`src/rtl/alu_cmd_issuer.sv`:
```
// Command-side issuer for the top_cpu ALU datapath: buffers valid/ready
// commands in a small FIFO, drives each one onto the CPU stimulus ports for
// a fixed settle latency, samples out_wb and returns it over a valid/ready
// response port. Divide-by-zero commands are answered without issuing.
module alu_cmd_issuer #(
   parameter int unsigned FIFO_DEPTH = 4,
   parameter int unsigned RESULT_LAT = 2,
   parameter logic [3:0]  ALU_OPCODE = 4'b0001
) (
   input  logic        clk,
   input  logic        rst_n,
   input  logic        cmd_valid,
   output logic        cmd_ready,
   input  logic [1:0]  cmd_f0,
   input  logic [15:0] cmd_a,
   input  logic [15:0] cmd_b,
   input  logic        cmd_cin,
   input  logic        cmd_bin,
   output logic [1:0]  alu_f0,
   output logic [3:0]  alu_opcode,
   output logic [15:0] alu_inp1,
   output logic [15:0] alu_inp2,
   output logic        alu_cin,
   output logic        alu_bin,
   input  logic [15:0] alu_out_wb,
   output logic        rsp_valid,
   input  logic        rsp_ready,
   output logic [15:0] rsp_data,
   output logic [1:0]  rsp_f0,
   output logic        rsp_err,
   output logic        busy
);

   localparam int unsigned PW = (FIFO_DEPTH > 2) ? $clog2(FIFO_DEPTH) : 1;
   localparam int unsigned CW = $clog2(FIFO_DEPTH + 1);
   localparam int unsigned LW = (RESULT_LAT > 1) ? $clog2(RESULT_LAT) : 1;
   localparam logic [LW-1:0] LAT_INIT = LW'(RESULT_LAT - 1);

   typedef struct packed {
      logic [1:0]  f0;
      logic [15:0] a;
      logic [15:0] b;
      logic        cin;
      logic        bin;
   } cmd_t;

   typedef enum logic [1:0] {IDLE, ISSUE, RESP} state_t;

   state_t          state, next_state;
   cmd_t            mem [FIFO_DEPTH];
   logic [PW-1:0]   rptr, wptr;
   logic [CW-1:0]   count;
   cmd_t            head, op_q;
   logic [LW-1:0]   lat_cnt;
   logic            push, pop, head_div0;

   assign cmd_ready = (count != CW'(FIFO_DEPTH));
   assign push      = cmd_valid && cmd_ready;
   assign pop       = (state == IDLE) && (count != '0);
   assign head      = mem[rptr];
   assign head_div0 = (head.f0 == 2'b11) && (head.b == '0);
   assign busy      = (count != '0) || (state != IDLE);

   // FIFO storage: payload only, no reset needed
   always_ff @(posedge clk) begin
      if (push) mem[wptr] <= {cmd_f0, cmd_a, cmd_b, cmd_cin, cmd_bin};
   end

   // FIFO pointers and occupancy; pointers wrap modulo the power-of-two depth
   always_ff @(posedge clk or negedge rst_n) begin
      if (!rst_n) begin
         rptr  <= '0;
         wptr  <= '0;
         count <= '0;
      end else begin
         if (push) wptr <= wptr + 1'b1;
         if (pop)  rptr <= rptr + 1'b1;
         case ({push, pop})
            2'b10:   count <= count + 1'b1;
            2'b01:   count <= count - 1'b1;
            default: count <= count;
         endcase
      end
   end

   // FSM state register
   always_ff @(posedge clk or negedge rst_n) begin
      if (!rst_n) state <= IDLE;
      else        state <= next_state;
   end

   // Next-state and port drive; ALU ports read zero outside the issue window
   always_comb begin
      next_state = state;
      alu_opcode = '0;
      alu_f0     = '0;
      alu_inp1   = '0;
      alu_inp2   = '0;
      alu_cin    = 1'b0;
      alu_bin    = 1'b0;
      rsp_valid  = 1'b0;
      unique case (state)
         IDLE: begin
            if (count != '0) next_state = head_div0 ? RESP : ISSUE;
         end
         ISSUE: begin
            alu_opcode = ALU_OPCODE;
            alu_f0     = op_q.f0;
            alu_inp1   = op_q.a;
            alu_inp2   = op_q.b;
            alu_cin    = op_q.cin;
            alu_bin    = op_q.bin;
            if (lat_cnt == '0) next_state = RESP;
         end
         RESP: begin
            rsp_valid = 1'b1;
            if (rsp_ready) next_state = IDLE;
         end
         default: next_state = IDLE;
      endcase
   end

   // Operand load, settle counter and response capture
   always_ff @(posedge clk or negedge rst_n) begin
      if (!rst_n) begin
         op_q     <= '0;
         lat_cnt  <= '0;
         rsp_data <= '0;
         rsp_f0   <= '0;
         rsp_err  <= 1'b0;
      end else begin
         unique case (state)
            IDLE: begin
               if (pop) begin
                  op_q    <= head;
                  lat_cnt <= LAT_INIT;
                  if (head_div0) begin
                     rsp_data <= '1;
                     rsp_f0   <= head.f0;
                     rsp_err  <= 1'b1;
                  end
               end
            end
            ISSUE: begin
               if (lat_cnt == '0) begin
                  rsp_data <= alu_out_wb;
                  rsp_f0   <= op_q.f0;
                  rsp_err  <= 1'b0;
               end else begin
                  lat_cnt <= lat_cnt - 1'b1;
               end
            end
            default: ;
         endcase
      end
   end

endmodule

```
`config.mk`:
```
export PLATFORM = sky130hd
export DESIGN_NAME = alu_cmd_issuer
export DESIGN_NICKNAME = d
export VERILOG_FILES = /design/src/rtl/alu_cmd_issuer.sv
export SDC_FILE = /design/constraint.sdc
export NUM_CORES = 1
export LEC_CHECK = 0
export ABC_AREA = 1
export CAP_MARGIN = 0
export CORE_UTILIZATION = 50
export DETAILED_ROUTE_END_ITERATION = 8
export GPL_TIMING_DRIVEN = 0
export PLACE_DENSITY = 0.81
export SYNTH_ARGS = -nofsm -noshare
export SYNTH_HDL_FRONTEND = slang
export SYNTH_SLANG_ARGS = --single-unit
```
`constraint.sdc`:
```
create_clock -name clk -period 5.45 [get_ports clk]
set_input_delay 1.09 -clock clk [delete_from_list [all_inputs] [get_ports clk]]
set_output_delay 1.09 -clock clk [all_outputs]
set_load 0.02 [all_outputs]
```
==> flow_summary.rst, run 1 <==
.. list-table::
   :header-rows: 1

   * - Metric
     - Value
   * - Netlist Area Pre-Place
     - 8510 um^2
   * - Area of the core
     - 16,600 um^2
   * - Final std cells w/o fill
     - 1,145
   * - Resized Gates After CTS
     - 0
   * - Accumulated negative setup slack
     - 0 ps
   * - Setup crit end kind
     - output port
   * - Syn Inst Count
     - 765
   * - FF+latch area
     - 5950 um^2
   * - Seq/Total Area, Yosys
     - 70.0%
   * - Final core utilization
     - 64.7%
   * - Worst slew slack as a fraction of its limit
     - 41.5%
   * - Htree depth
     - 1
   * - Antenna violations before repair
     - 0
   * - Y dimension of the die
     - 132 um
   * - Max capacitance violation total
     - 0
   * - Run status
     - finished, final reports clean
   * - Largest stage delay on the critical path
     - 630 ps
   * - Die Width
     - roughly 130 um
   * - Data arrival, critical path
     - between 2000 and 3000 ps
   * - Clock tree from TritonCTS
     - done
   * - Slack of the critical path
     - 1480 ps
   * - Max Slew Vio Count
     - 0
   * - Final routed DRC violation total
     - 0
   * - Clock sink count
     - 209
   * - Signed area change from the synthesized netlist to the final layout
     - 26.2%
   * - Path category of the worst min-delay check
     - flop to flop
   * - Crit start category
     - flop
   * - Initial Utilization
     - 51.3%
   * - Detailed router's first-iteration violation count
     - 526
   * - Synthesis-stage register bit count
     - around 210
   * - Pre-CTS WS
     - 1970 ps
   * - Dominant cell type by area after synthesis
     - sky130_fd_sc_hd__edfxtp_1
   * - Met1 WL
     - roughly 8 mm
   * - Worst hold slack
     - around 470 ps
   * - Wirelength per Cell
     - 17.9 um
   * - CTS hold repair buffers
     - 0
   * - Placed cell count
     - between 1,000 and 1,500
   * - Mean cell area of the mapped netlist
     - 11.1 um^2
   * - Wire length reported by the detailed router
     - just over 20 mm
   * - Layout cells sized above 1
     - 9.30%
   * - Ranking of synthesized cells by area
     - sky130_fd_sc_hd__edfxtp_1, sky130_fd_sc_hd__dfrtp_1, sky130_fd_sc_hd__nand2_1
   * - Die area
     - about 18,000 um^2
   * - IO Count
     - 118
   * - Top metal layer carrying routed signals
     - met4
   * - Multi-input gate area
     - 2110 um^2
   * - Met2 wire length
     - 10.2 mm
   * - Clock Latency Late Sink
     - 500 ps
   * - Fraction of post-synthesis cell area in the top cell type by area
     - between 50% and 60%
   * - Most frequent standard cell in the layout excluding fill and tap cells
     - sky130_fd_sc_hd__nand2_1
   * - GPL Wtd Cong
     - roughly 0.78
   * - Highest achievable clock rate
     - 252 MHz
   * - Ratio of routed vias to standard cells
     - 5.33
   * - Critical path class
     - flop to output port
   * - Final hold violations
     - 0
   * - Number of global-route vias before repair
     - 6,134
   * - Total congestion overflow
     - 0
   * - Min-Delay Startpoint
     - rsp_data[8]
   * - IO buf count
     - 114
   * - Worst setup path startpoint
     - state[1]
   * - Post-detailed-placement cell area
     - 10,000 um^2
   * - Pin count of the biggest net entering global routing
     - 66
   * - Peak supply drop
     - 0.000324 V
   * - CTS Root Buffer Type
     - sky130_fd_sc_hd__clkbuf_16
   * - Global-route wire length before repair
     - 32.5 mm
   * - Cells along the critical path
     - nor2_2 -> inv_2 -> clkbuf_1 -> buf_1 -> nor2_1 -> clkdlybuf4s50_1
   * - Leakage power total
     - 4.28 nW
   * - Slew @ Worst Pin
     - between 800 and 900 ps
   * - Launch point of the worst reg-to-reg path
     - state[1]
   * - Design Area, Final
     - 10,700 um^2
   * - Layout fillers
     - around 1,300
   * - Highest-count cells in the layout ignoring fill and taps
     - sky130_fd_sc_hd__nand2_1, sky130_fd_sc_hd__edfxtp_1, sky130_fd_sc_hd__clkdlybuf4s50_1, sky130_fd_sc_hd__nor2_1, sky130_fd_sc_hd__o21ai_0
   * - GR Util All Layers
     - between 20 and 25%
   * - Post-CTS Setup Inserts
     - 0
   * - Residual antenna-violating net count after detailed routing
     - 0
   * - Via count
     - 6,104
   * - Crit path required time
     - about 4400 ps
   * - Worst clock skew on the final layout
     - 13.8 ps
   * - Fin nets
     - 971
   * - Largest driver fanout on the critical path
     - 10
   * - HPWL after DPL
     - 13.1 mm
   * - Placement Rows
     - 47
   * - Met3 wirelength from detailed routing
     - 1.54 mm
   * - Power, Total
     - 6.52 mW
   * - Time the final worst path needs with I/O delays and setup
     - 3970 ps
   * - Router iterations before antenna repair
     - 5
   * - Cell area power density
     - approximately 610 nW/um^2
   * - Number of distinct library cells after synthesis
     - 29
   * - Synth warnings
     - 0
   * - Final period utilization
     - between 70 and 80%
   * - Clk pin slew, worst setup/hold paths
     - 60 ps
   * - Setup-failing EPs final
     - 0
   * - Hold Path Depth
     - 2
   * - Inserted Diodes
     - 0
   * - Setup repair after global routing missed its margin
     - false
   * - Max clock buf depth
     - 3
   * - Worst Reg2Reg Path Length in Cells
     - 8
   * - Inserted Clock Buffers
     - 22
   * - Slowest cell on the critical path
     - sky130_fd_sc_hd__clkdlybuf4s50_1
-- path summary, 6_finish.rpt --
kind                               end  slack, ps
hold reg to reg            rsp_data[8]        470
max in group asynchronous     op_q[14]       4170
min in group asynchronous  rsp_data[1]        710
hold / removal             rsp_data[8]        470
setup / recovery           alu_inp2[7]       1480
setup reg to reg              count[1]       3060
-- registers in the layout, summed over array words and instances, names as in the netlist --
signal and cells:
rptr 2, op_q 36, rsp_f0 2, mem 144, lat_cnt 1, state 2, rsp_data 16, count 3
wptr 2, rsp_err 1
-- cell usage after synthesis --
master                       n
sky130_fd_sc_hd__nand2_1   179
sky130_fd_sc_hd__edfxtp_1  144
sky130_fd_sc_hd__nor2_1     87
sky130_fd_sc_hd__o21ai_0    73
sky130_fd_sc_hd__dfrtp_1    65
sky130_fd_sc_hd__inv_1      55
sky130_fd_sc_hd__nand3_1    54
sky130_fd_sc_hd__clkbuf_1   21
sky130_fd_sc_hd__o22ai_1    19
sky130_fd_sc_hd__or2_2      16
sky130_fd_sc_hd__buf_6       9
sky130_fd_sc_hd__buf_4       8
sky130_fd_sc_hd__o21ai_1     6
sky130_fd_sc_hd__ha_1        5
sky130_fd_sc_hd__buf_2       4
sky130_fd_sc_hd__a21oi_1     3
sky130_fd_sc_hd__inv_2       3
sky130_fd_sc_hd__xor2_1      3
sky130_fd_sc_hd__a31oi_2     1
sky130_fd_sc_hd__buf_1       1
sky130_fd_sc_hd__clkinv_1    1
sky130_fd_sc_hd__conb_1      1
sky130_fd_sc_hd__fa_1        1
sky130_fd_sc_hd__nand2_2     1
sky130_fd_sc_hd__nand3b_1    1
sky130_fd_sc_hd__nand4_1     1
sky130_fd_sc_hd__nor2_2      1
sky130_fd_sc_hd__o21bai_2    1
sky130_fd_sc_hd__xnor2_1     1
-- critical path: cells and delay by family (launching register included) --
family | cells | cell delay (ps)
simple gates | 2 | 560
buf+inv | 4 | 1410
flops | 1 | 410
-- power breakdown --
group / internal (mW) / switching, mW
Clock: 0.828 / 0.583
Sequential: 2.20 / 0.167
Combinational: 0.973 / 1.77
Total: 4.00 / 2.52
-- area by class of cell --
type,count,area share (%)
buffer,43,2.46
clock buffer,34,6.12
clock inverter,6,0.280
inverter,59,2.06
multi-input combinational,456,19.6
sequential,209,55.5
tap,220,2.57
timing repair buffer,118,11.4
-- cells by family (layout without fill, tap and decap cells) --
logic type	after synthesis	after routing	share of synthesized area (%)
DFF	209	209	70.0
xor gates and xnor gates	4	4	0.412
adders and majority gates	6	6	0.971
buffers and inverters	102	260	5.71
AOI/OAI and AO/OA	103	103	6.50
other	1	3	0.0441
and+or+nand+nor	340	340	16.4
-- routing by layer --
layer / up-vias / GRT usage [%]
met1: 2919 / 31.1
li1: 2849 / -
met5: - / 0
met4: 0 / 7.47
met3: 46 / 4.29
met2: 290 / 41.3
(Power assumes the default switching activity.)
==> inputs of run 2 (changes only) <==
==> constraint.sdc (replaced) <==
create_clock -name clk -period 3.8 [get_ports clk]
set_input_delay 0.76 -clock clk [delete_from_list [all_inputs] [get_ports clk]]
set_output_delay 0.76 -clock clk [all_outputs]
set_load 0.02 [all_outputs]
==> run 2 against run 1 <==
Against the previous run: power rose by 43%; via count rose by 0.31%; die area did not move; critical path depth did not move; sequential share of layout area barely moved; sequential power rose by 43%; final cell count did not move; count of clock-buffer cells in the layout did not move; combinational power rose by 43%; non-clock buffer count did not move; critical endpoint is now alu_inp2[13]; hold slack got worse by 83 ps; register-to-register slack got worse by 1700 ps.
==> flow_summary.rst, run 2 (synthesized netlist as in run 1, its figures left out) <==
.. list-table::
   :header-rows: 1

   * - Metric
     - Value
   * - Run status
     - finished, final reports clean
   * - Via count
     - 6,123 (+0.31%)
   * - Initial Utilization
     - 51.3% (unchanged)
   * - Area of the core
     - 16,600 um^2 (unchanged)
   * - Setup repair after global routing missed its margin
     - false
   * - Final routed DRC violation total
     - 0 (unchanged)
   * - Most frequent standard cell in the layout excluding fill and tap cells
     - sky130_fd_sc_hd__nand2_1
   * - Inserted Clock Buffers
     - 22 (unchanged)
   * - Setup-failing EPs final
     - 0 (unchanged)
   * - Flop2flop setup slack
     - 1410 ps (-1650 ps)
   * - Placement Rows
     - 47 (unchanged)
   * - Clock Latency Late Sink
     - 500 ps (about the same)
   * - Layout cells sized above 1
     - 9.41% (+0.11 points)
   * - Data arrival, critical path
     - 2920 ps (+40 ps)
   * - Post-detailed-placement cell area
     - 10,000 um^2 (unchanged)
   * - Max Slew Vio Count
     - 0 (unchanged)
   * - Worst Reg2Reg Path Length in Cells
     - 8 (unchanged)
   * - Capture instance of the worst register-to-register path
     - count[1]
   * - Die area
     - 17,500 um^2 (unchanged)
   * - Number of global-route vias before repair
     - 6,134 (unchanged)
   * - Final period utilization
     - 96.9%
   * - Cells along the critical path
     - nor2_2 -> inv_2 -> clkbuf_1 -> clkbuf_1 -> nor2_1 -> clkdlybuf4s50_1
   * - Pin count of the biggest net entering global routing
     - 66 (unchanged)
   * - Path category of the worst min-delay check
     - input port to async pin
   * - Clock sink count
     - 209 (unchanged)
   * - Die Width
     - 132 um (unchanged)
   * - Largest stage delay on the critical path
     - 660 ps (+30 ps)
   * - Peak supply drop
     - 0.000466 V (+44%)
   * - GR Util All Layers
     - 24.0% (unchanged)
   * - Fin nets
     - 971 (unchanged)
   * - Detailed router's first-iteration violation count
     - 514 (-2.3%)
   * - Htree depth
     - 1 (unchanged)
   * - Max clock buf depth
     - 3 (unchanged)
   * - Max capacitance violation total
     - 0 (unchanged)
   * - Highest achievable clock rate
     - 272 MHz
   * - Cell occurring most often along the worst timing path
     - sky130_fd_sc_hd__clkbuf_1
   * - Clk pin slew, worst setup/hold paths
     - 60 ps (about the same)
   * - Wire length reported by the detailed router
     - 20.4 mm (about the same)
   * - Crit start category
     - flop
   * - Largest registers
     - mem x144, op_q x36, rsp_data x16
   * - Residual antenna-violating net count after detailed routing
     - 0 (unchanged)
   * - Router iterations before antenna repair
     - 7 (+2)
   * - Crit path required time
     - 3040 ps (-1320 ps)
   * - Largest driver fanout on the critical path
     - 10 (unchanged)
   * - Total congestion overflow
     - 0 (unchanged)
   * - Global-route wire length before repair
     - 32.5 mm (unchanged)
   * - Ratio of routed vias to standard cells
     - 5.35 (+0.31%)
   * - Accumulated negative setup slack
     - 0 ps (unchanged)
   * - Pre-CTS WS
     - 648 ps (-1320 ps)
   * - Wirelength per Cell
     - 17.8 um (about the same)
   * - Time the final worst path needs with I/O delays and setup
     - 3680 ps
   * - Signed area change from the synthesized netlist to the final layout
     - 26.2% (about the same)
   * - Inserted Diodes
     - 0 (unchanged)
   * - Cell area power density
     - 871 nW/um^2 (+43%)
   * - Launch point of the worst reg-to-reg path
     - state[1]
   * - Worst slew slack as a fraction of its limit
     - 41.4% (-0.17 points)
   * - Critical path class
     - flop to output port
   * - Worst clock skew on the final layout
     - 14.3 ps (+0.542 ps)
   * - Final hold violations
     - 0 (unchanged)
   * - Leakage power total
     - 4.29 nW (about the same)
   * - Critical path's top delay family
     - buffers and inverters
   * - Highest-count cells in the layout ignoring fill and taps
     - sky130_fd_sc_hd__nand2_1, sky130_fd_sc_hd__edfxtp_1, sky130_fd_sc_hd__clkdlybuf4s50_1, sky130_fd_sc_hd__nor2_1, sky130_fd_sc_hd__o21ai_0
   * - Setup crit end kind
     - output port
   * - IO Count
     - 118 (unchanged)
   * - HPWL after DPL
     - 13.1 mm (unchanged)
   * - Largest register FFs
     - 144 (unchanged)
   * - Register with the highest flop count
     - mem
   * - Clock tree from TritonCTS
     - done
   * - Design Area, Final
     - 10,700 um^2 (about the same)
   * - Antenna violations before repair
     - 0 (unchanged)
   * - CTS Root Buffer Type
     - sky130_fd_sc_hd__clkbuf_16
   * - Slack of the critical path
     - 119 ps (-1360 ps)
   * - GPL Wtd Cong
     - 0.778 (unchanged)
   * - Power, Total
     - 9.35 mW (+43%)
   * - Crit path buffers/inverters
     - 4 (unchanged)
   * - Placed cell count
     - 1,105 (unchanged)
   * - Worst hold slack
     - 388 ps (-83.0 ps)
   * - Final std cells w/o fill
     - 1,145 (unchanged)
   * - Final core utilization
     - 64.7% (about the same)
   * - Slowest cell on the critical path
     - sky130_fd_sc_hd__clkdlybuf4s50_1
   * - Y dimension of the die
     - 132 um (unchanged)
   * - IO buf count
     - 114 (unchanged)
   * - Slew @ Worst Pin
     - 879 ps (+2.48 ps)
run 2: changes by cell type in the layout (fill, tap and decap cells not counted):
| cell | before | now |
|---|---|---|
| sky130_fd_sc_hd__clkbuf_2 | 0 | 1 |
| sky130_fd_sc_hd__buf_1 | 1 | 0 |
run 2: what timing repair did:
action / CTS / global route
hold buffers: 0 / 0
gates resized for setup: 0 / 1
buffers inserted: 0 / 0
setup endpoints to repair: 0 / 1
run 2: how the worst max path moves through the flow:
| stage | slack [ps] | to | startpoint | cells after the start |
|---|---|---|---|---|
| floorplan | 900 | mem[0][0] | cmd_valid | 2 |
| global placement | -810 | mem[3][16] | cmd_valid | 3 |
| detailed placement | 650 | alu_inp2[3] | state[1] | 6 |
| CTS | 130 | alu_inp2[3] | state[1] | 6 |
| global route | 4 | alu_inp2[0] | state[1] | 6 |
| finish | 120 | alu_inp2[13] | state[1] | 6 |
run 2: report_power, final:
| part | internal [mW] | switching (mW) | leakage (nW) | total (mW) |
|---|---|---|---|---|
| clock network | 1.19 | 0.836 | 0.344 | 2.02 |
| registers | 3.15 | 0.240 | 2.10 | 3.39 |
| logic | 1.40 | 2.53 | 1.85 | 3.93 |
run 2: layout make-up:
class	instances	area, um^2
sequential	209	5950
fill	1273	5850
multi-input combinational	456	2110
timing repair buffer	118	1230
clock buffer	34	657
tap	220	275
buffer	43	265
inverter	59	221
clock inverter	6	30.0
run 2: metal layers:
metal	share of wire, %	routed length (um)	GRT usage, %	vias up
met3	7.0	1430	4.29	47
met2	50	10200	41.3	267
met4	2.9	601	7.47	0
met5	0	0	0	-
li1	-	-	-	2849
met1	40	8260	31.1	2960
==> inputs of run 3 (changes only) <==
--- a/config.mk
+++ b/config.mk
@@ -8,6 +8,7 @@
 export ABC_AREA = 1
 export CAP_MARGIN = 0
 export CORE_UTILIZATION = 50
+export CTS_CLUSTER_SIZE = 30
 export DETAILED_ROUTE_END_ITERATION = 8
 export GPL_TIMING_DRIVEN = 0
 export PLACE_DENSITY = 0.81
==> results of run 3 <==
Same layout as run 2: the final DEF is identical, and so are final timing and power.
